$ cat config.mk
export PLATFORM = sky130hd
export DESIGN_NAME = wb_stage_param_flat
export DESIGN_NICKNAME = d
export VERILOG_FILES = /design/src/rtl/wb_stage_param_pkg.sv /design/src/rtl/wb_stage_param_if.sv /design/src/rtl/wb_stage_param_result_mux.sv /design/src/rtl/wb_stage_param.sv /design/src/flat_wrapper.sv
export SDC_FILE = /design/constraint.sdc
export NUM_CORES = 1
export LEC_CHECK = 0
export ABC_CLOCK_PERIOD_IN_PS = 2300
export CAP_MARGIN = 20
export CORE_MARGIN = 5
export CORE_UTILIZATION = 44
export CTS_CLUSTER_DIAMETER = 150
export DETAILED_ROUTE_END_ITERATION = 8
export PLACE_DENSITY = 0.81
export SYNTH_ARGS = -nofsm -noshare
export SYNTH_HDL_FRONTEND = slang
export SYNTH_SLANG_ARGS = --single-unit
$ cat constraint.sdc
create_clock -name clk -period 2.3 [get_ports clk]
set_input_delay 0.345 -clock clk [delete_from_list [all_inputs] [get_ports clk]]
set_output_delay 0.345 -clock clk [all_outputs]
set_load 0.01 [all_outputs]
$ cat src/rtl/wb_stage_param_pkg.sv
// Shared core constants and result-source encodings for the writeback path.
package rv_pkg;
  localparam int XLEN  = 32;
  localparam int RBITS = 5;

  typedef enum logic [1:0] {
    RES_ALU = 2'd0,
    RES_MEM = 2'd1,
    RES_PC4 = 2'd2
  } res_src_e;
endpackage

$ cat src/rtl/wb_stage_param_if.sv
// Memory-stage to writeback bundle; WB_BYPASS_EN adds the decode bypass signals.
interface wb_stage_param_if #(
  parameter int XLEN  = 32,
  parameter int RBITS = 5,
  parameter int NSRC  = 3,
  parameter int CNT_W = 64
);
  localparam int SRC_W = $clog2(NSRC);

  logic                 stall;
  logic                 flush;
  logic                 valid_m;
  logic                 reg_write_m;
  logic [RBITS-1:0]     rd_m;
  logic [SRC_W-1:0]     result_src_m;
  logic [NSRC*XLEN-1:0] src_bus_m;
  logic                 valid_w;
  logic                 reg_write_w;
  logic [RBITS-1:0]     rd_w;
  logic [XLEN-1:0]      result_w;
  logic [CNT_W-1:0]     instret;
`ifdef WB_BYPASS_EN
  logic [RBITS-1:0]     rs1_d;
  logic [RBITS-1:0]     rs2_d;
  logic [XLEN-1:0]      rf_rd1;
  logic [XLEN-1:0]      rf_rd2;
  logic [XLEN-1:0]      rd1_d;
  logic [XLEN-1:0]      rd2_d;

  modport master (
    output stall, flush, valid_m, reg_write_m, rd_m, result_src_m, src_bus_m,
    output rs1_d, rs2_d, rf_rd1, rf_rd2,
    input  valid_w, reg_write_w, rd_w, result_w, instret, rd1_d, rd2_d
  );
  modport slave (
    input  stall, flush, valid_m, reg_write_m, rd_m, result_src_m, src_bus_m,
    input  rs1_d, rs2_d, rf_rd1, rf_rd2,
    output valid_w, reg_write_w, rd_w, result_w, instret, rd1_d, rd2_d
  );
`else
  modport master (
    output stall, flush, valid_m, reg_write_m, rd_m, result_src_m, src_bus_m,
    input  valid_w, reg_write_w, rd_w, result_w, instret
  );
  modport slave (
    input  stall, flush, valid_m, reg_write_m, rd_m, result_src_m, src_bus_m,
    output valid_w, reg_write_w, rd_w, result_w, instret
  );
`endif
endinterface

$ cat src/rtl/wb_stage_param_result_mux.sv
// NSRC-way result mux; a select beyond the last source yields zero.
module result_mux_n #(
  parameter int XLEN  = rv_pkg::XLEN,
  parameter int NSRC  = 3,
  parameter int SRC_W = $clog2(NSRC)
) (
  input  logic [NSRC*XLEN-1:0] i_bus,
  input  logic [SRC_W-1:0]     i_sel,
  output logic [XLEN-1:0]      o_y
);
  import rv_pkg::*;

  always_comb begin
    o_y = '0;
    for (int unsigned i = 0; i < NSRC; i++) begin
      if (i_sel == SRC_W'(i)) o_y = i_bus[i*XLEN +: XLEN];
    end
  end
endmodule

$ cat src/rtl/wb_stage_param.sv
// Writeback stage: muxes then registers the result, with stall/flush, x0 guard and instret.
// Optional WB_BYPASS_EN: combinational writeback-to-decode bypass.
module wb_stage_param #(
  parameter int XLEN  = rv_pkg::XLEN,
  parameter int RBITS = rv_pkg::RBITS,
  parameter int NSRC  = 3,
  parameter int SRC_W = $clog2(NSRC),
  parameter int CNT_W = 64
) (
  input logic             clk,
  input logic             reset,
  wb_stage_param_if.slave bus
);
  import rv_pkg::*;

  logic [XLEN-1:0]  w_sel;
  logic             r_valid;
  logic             r_regw;
  logic [RBITS-1:0] r_rd;
  logic [XLEN-1:0]  r_res;
  logic [CNT_W-1:0] r_cnt;

  result_mux_n #(.XLEN(XLEN), .NSRC(NSRC), .SRC_W(SRC_W)) u_mux (
    .i_bus (bus.src_bus_m),
    .i_sel (bus.result_src_m),
    .o_y   (w_sel)
  );

  always_ff @(posedge clk) begin
    if (reset) begin
      r_valid <= 1'b0;
      r_regw  <= 1'b0;
      r_rd    <= '0;
      r_res   <= '0;
      r_cnt   <= '0;
    end else begin
      // The occupant leaves on any non-stalled edge, including a flush.
      if (r_valid && (!bus.stall || bus.flush)) r_cnt <= r_cnt + CNT_W'(1);
      if (bus.flush) begin
        r_valid <= 1'b0;
        r_regw  <= 1'b0;
        r_rd    <= '0;
        r_res   <= '0;
      end else if (!bus.stall) begin
        r_valid <= bus.valid_m;
        r_regw  <= bus.valid_m && bus.reg_write_m && (bus.rd_m != '0);
        r_rd    <= bus.rd_m;
        r_res   <= w_sel;
      end
    end
  end

  assign bus.valid_w     = r_valid;
  assign bus.reg_write_w = r_regw;
  assign bus.rd_w        = r_rd;
  assign bus.result_w    = r_res;
  assign bus.instret     = r_cnt;

`ifdef WB_BYPASS_EN
  assign bus.rd1_d = (r_regw && (r_rd == bus.rs1_d)) ? r_res : bus.rf_rd1;
  assign bus.rd2_d = (r_regw && (r_rd == bus.rs2_d)) ? r_res : bus.rf_rd2;
`endif
endmodule

$ cat src/flat_wrapper.sv
// flat-port wrapper written by rule: the top's interface ports become plain ports
module wb_stage_param_flat import rv_pkg::*;
#(
  parameter int XLEN  = rv_pkg::XLEN,
  parameter int RBITS = rv_pkg::RBITS,
  parameter int NSRC  = 3,
  parameter int SRC_W = $clog2(NSRC),
  parameter int CNT_W = 64
)
  (clk, reset, bus_stall, bus_flush, bus_valid_m, bus_reg_write_m, bus_rd_m, bus_result_src_m, bus_src_bus_m, bus_valid_w, bus_reg_write_w, bus_rd_w, bus_result_w, bus_instret);
  wb_stage_param_if #(.XLEN(XLEN), .RBITS(RBITS), .NSRC(NSRC), .CNT_W(CNT_W)) bus_i ();
  input logic clk;
  input logic reset;
  input wire logic [$bits(bus_i.stall)-1:0] bus_stall;
  input wire logic [$bits(bus_i.flush)-1:0] bus_flush;
  input wire logic [$bits(bus_i.valid_m)-1:0] bus_valid_m;
  input wire logic [$bits(bus_i.reg_write_m)-1:0] bus_reg_write_m;
  input wire logic [$bits(bus_i.rd_m)-1:0] bus_rd_m;
  input wire logic [$bits(bus_i.result_src_m)-1:0] bus_result_src_m;
  input wire logic [$bits(bus_i.src_bus_m)-1:0] bus_src_bus_m;
  output wire logic [$bits(bus_i.valid_w)-1:0] bus_valid_w;
  output wire logic [$bits(bus_i.reg_write_w)-1:0] bus_reg_write_w;
  output wire logic [$bits(bus_i.rd_w)-1:0] bus_rd_w;
  output wire logic [$bits(bus_i.result_w)-1:0] bus_result_w;
  output wire logic [$bits(bus_i.instret)-1:0] bus_instret;
  assign bus_i.stall = bus_stall;
  assign bus_i.flush = bus_flush;
  assign bus_i.valid_m = bus_valid_m;
  assign bus_i.reg_write_m = bus_reg_write_m;
  assign bus_i.rd_m = bus_rd_m;
  assign bus_i.result_src_m = bus_result_src_m;
  assign bus_i.src_bus_m = bus_src_bus_m;
  assign bus_valid_w = bus_i.valid_w;
  assign bus_reg_write_w = bus_i.reg_write_w;
  assign bus_rd_w = bus_i.rd_w;
  assign bus_result_w = bus_i.result_w;
  assign bus_instret = bus_i.instret;
  wb_stage_param #(.XLEN(XLEN), .RBITS(RBITS), .NSRC(NSRC), .SRC_W(SRC_W), .CNT_W(CNT_W)) u_core (.clk(clk), .reset(reset), .bus(bus_i));
endmodule
==> flow_summary.toml <==
[synthesis]
synthFlopType = "dfxtp_1"
synth_top_area_frac = 0.3860
synthCells = 623
synth_edf_count = 0
synth-xor-area-share = 0.04099
yosysTopAreaCell = "dfxtp_1"
synth_top_family_by_area = "simple AND/OR/NAND/NOR gates"
synth.most_common_cell = "dfxtp_1"
synthMuxAreaShare = 0.1293
avgSynthCellArea_sq_um = 8.574
synth.distinct_cells = 47
synthSimpleGateAreaFrac = 0.2867
synthArstFlopShare = 0
ys_top_cells_by_area = "dfxtp_1, mux2i_1, nor2_1, o21ai_0, nand2_1"
synth-seq-cells = 103
synth-adder-area-share = 0.002342
synth_common_cells = "dfxtp_1, mux2i_1, nor2_1, nand2_1, o21ai_0"
ys.warnings.count = 0
syn-cell-area_sq_um = 5341
synth_nets = 733
synth_compound_area_frac = 0.1164
yosysSeqAreaShare = 0.3860

[sta]
period_share = 0.9587
setup_violations = 0
tightest_slew_ns = 0.7715
finalHoldViolCount = 0
maxSlewHeadroom = 0.4857
finClkSkew_ns = 0.006050
min_period_ns = 2.205
rsz0062_at_grt = "no"
fmax_ghz = 0.4535
maxSlewViolCount = 0

[final_layout]
area_delta_synth_final_pct = 49.78
fin_cells = 992
layout-drive-gt1-share = 0.08994
final_cell_area_sq_um = 8000
num-nets-final = 950
diodes = 0

[place]
dp_cells = 974
dp_hpwl_mm = 13.32
port_buffers = 211
globalplace.congestion = 0.9256
placed_cell_area_sq_um = 7694

[route]
drt_iter0_markers = 390
viasPerCell = 5.595
drtPass1Iterations = 5
avgRoutedWirePerCell_um = 17.35
dr_total_vias = 5550
finalWirelength_mm = 17.21
detail-route-antenna-nets = 0
drcViolationCount = 0

[floorplanning]
num_rows = 40
core_sq_um = 11960
die_w_um = 120.2
die_height_um = 120.2
dieArea_sq_um = 14440
initial_utilization = 0.4465
ios = 212

[critical_path]
crit_required_ns = 2.57
cp_max_fo = 13
worstRegToRegCells = 5
crit_type = "register to register"
r2r_setup_slack_ns = 0.09
arrival_ns = 2.47
critPathMaxStageDelay_ns = 0.56
timing.rr.start = "u_core.bus.instret[7]"
critPathSlowestCell = "or4_1"
start_kind = "register"
worstSetupEndpointType = "register"
r2r_end = "u_core.bus.instret[47]"
crit_chain = "nand4_1 > nor3_2 > nand3_2 > or4_1 > a21oi_1"

[outcome]
status = "finished clean"

[grt]
gr-total-overflow = 0
grt_pass1_wl_mm = 28.04
grt_pass1_vias = 5676
grt_max_degree = 65
grtUsageTotal = 0.2383
antenna_found_initial = 1

[pwr]
ir_worst_vdd_mv = 0.3130
power_density_nw_per_um2 = 471.5
p_leak_nw = 2.858
totalPowerFinal_mw = 3.772

[min_path]
hold_depth = 2
min_to = "u_core.bus.reg_write_w"
hold_path.startpoint = "u_core.bus.reg_write_w"
hp-class = "register to register"

[clock_network]
worstSkewPairLatency_ns = 0.34
ctsHtreeMaxLevel = 3
path_clk_slew_ns = 0.07
cts_buffers = 9
cts_root_buf = "clkbuf_16"
clock-sinks = 103
clock_path_buffers = 2
cts_tree = "done"

[flow_run]
maxCapViolations = 0
==> flip-flops by register name (all words and copies together), names as in the netlist <==
signal,count
u_core.bus.reg_write_w,1
u_core.bus.instret,64
u_core.bus.result_w,32
u_core.bus.valid_w,1
u_core.bus.rd_w,5
==> critical path: cells and delay by family, from the launching register on <==
kind / cells / cell delay, ns
and+or+nand+nor: 4 / 1.48
AOI/OAI and AO/OA: 1 / 0.17
DFF: 1 / 0.49
==> what timing repair did <==
item / in CTS / in global routing
hold buffers: 0 / 0
buffers inserted: 0 / 2
setup endpoints to repair: 0 / 7
resized for setup: 0 / 1
==> power breakdown <==
part	internal (mW)	leakage (nW)	switching, mW
Sequential	1.80	0.832	0.0131
Clock	0.825	0.143	0.662
Combinational	0.280	1.88	0.188
==> layer usage <==
| metal | GRT usage | up-vias | part of all wire |
|---|---|---|---|
| met5 | 0 | - | 0.00076 |
| met4 | 0.08232 | 2 | 0.029 |
| met3 | 0.08045 | 36 | 0.091 |
| met2 | 0.4313 | 219 | 0.51 |
| met1 | 0.2589 | 2601 | 0.37 |
| li1 | - | 2692 | - |
==> layout make-up <==
cell class,count,area [sq um]
sequential,103,2062
timing repair buffer,243,2362
inverter,6,22.52
tap,147,183.9
clock buffer,14,274.0
multi-input combinational,477,3082
clock inverter,2,13.76
fill,954,3961
==> cell usage in the layout, fill, tap and decap left out, drive strengths merged, types with 21 or more instances in the layout <==
cell           instances
clkdlybuf4s50        208
dfxtp                103
nor2                  70
mux2i                 69
nand2                 56
o21ai                 47
a21oi                 41
buf                   35
nand3                 31
or4                   26
o31ai                 22
nand4                 21
==> worst max path at each step <==
stage	end	slack (ns)	start	cells after the start
after global routing	u_core.bus.instret[59]	0.02	u_core.bus.instret[7]	5
final	u_core.bus.instret[47]	0.09	u_core.bus.instret[7]	5
after global placement	u_core.bus.instret[59]	0.02	bus_flush	7
after detailed placement	u_core.bus.instret[47]	-0.06	bus_flush	7
after CTS	u_core.bus.instret[47]	0.09	u_core.bus.instret[7]	5
after floorplan	u_core.bus.instret[50]	0.25	u_core.bus.instret[0]	7
==> stage by stage <==
| step | setup slack [ns] | hold slack (ns) | utilization | setup TNS [ns] |
|---|---|---|---|---|
| final | 0.09492 | 0.4728 | 0.6688 | 0 |
| after CTS | 0.09242 | 0.4688 | 0.6673 | 0 |
| after floorplan | 0.2460 | 0.4858 | - | 0 |
| after detailed placement | -0.06118 | 0.4600 | 0.6432 | -0.3282 |
| after global placement | 0.01662 | 0.4500 | 0.6432 | 0 |
| after global routing | 0.01624 | 0.4979 | 0.6688 | 0 |
==> cells by family after synthesis <==
kind of cell / Yosys count
DFF: 103
xor gates and xnor gates: 25
adders and majority gates: 1
muxes: 69
and+or+nand+nor: 270
AOI/OAI and AO/OA: 112
buffers and inverters: 43
Power figures use the tool's default switching activity.
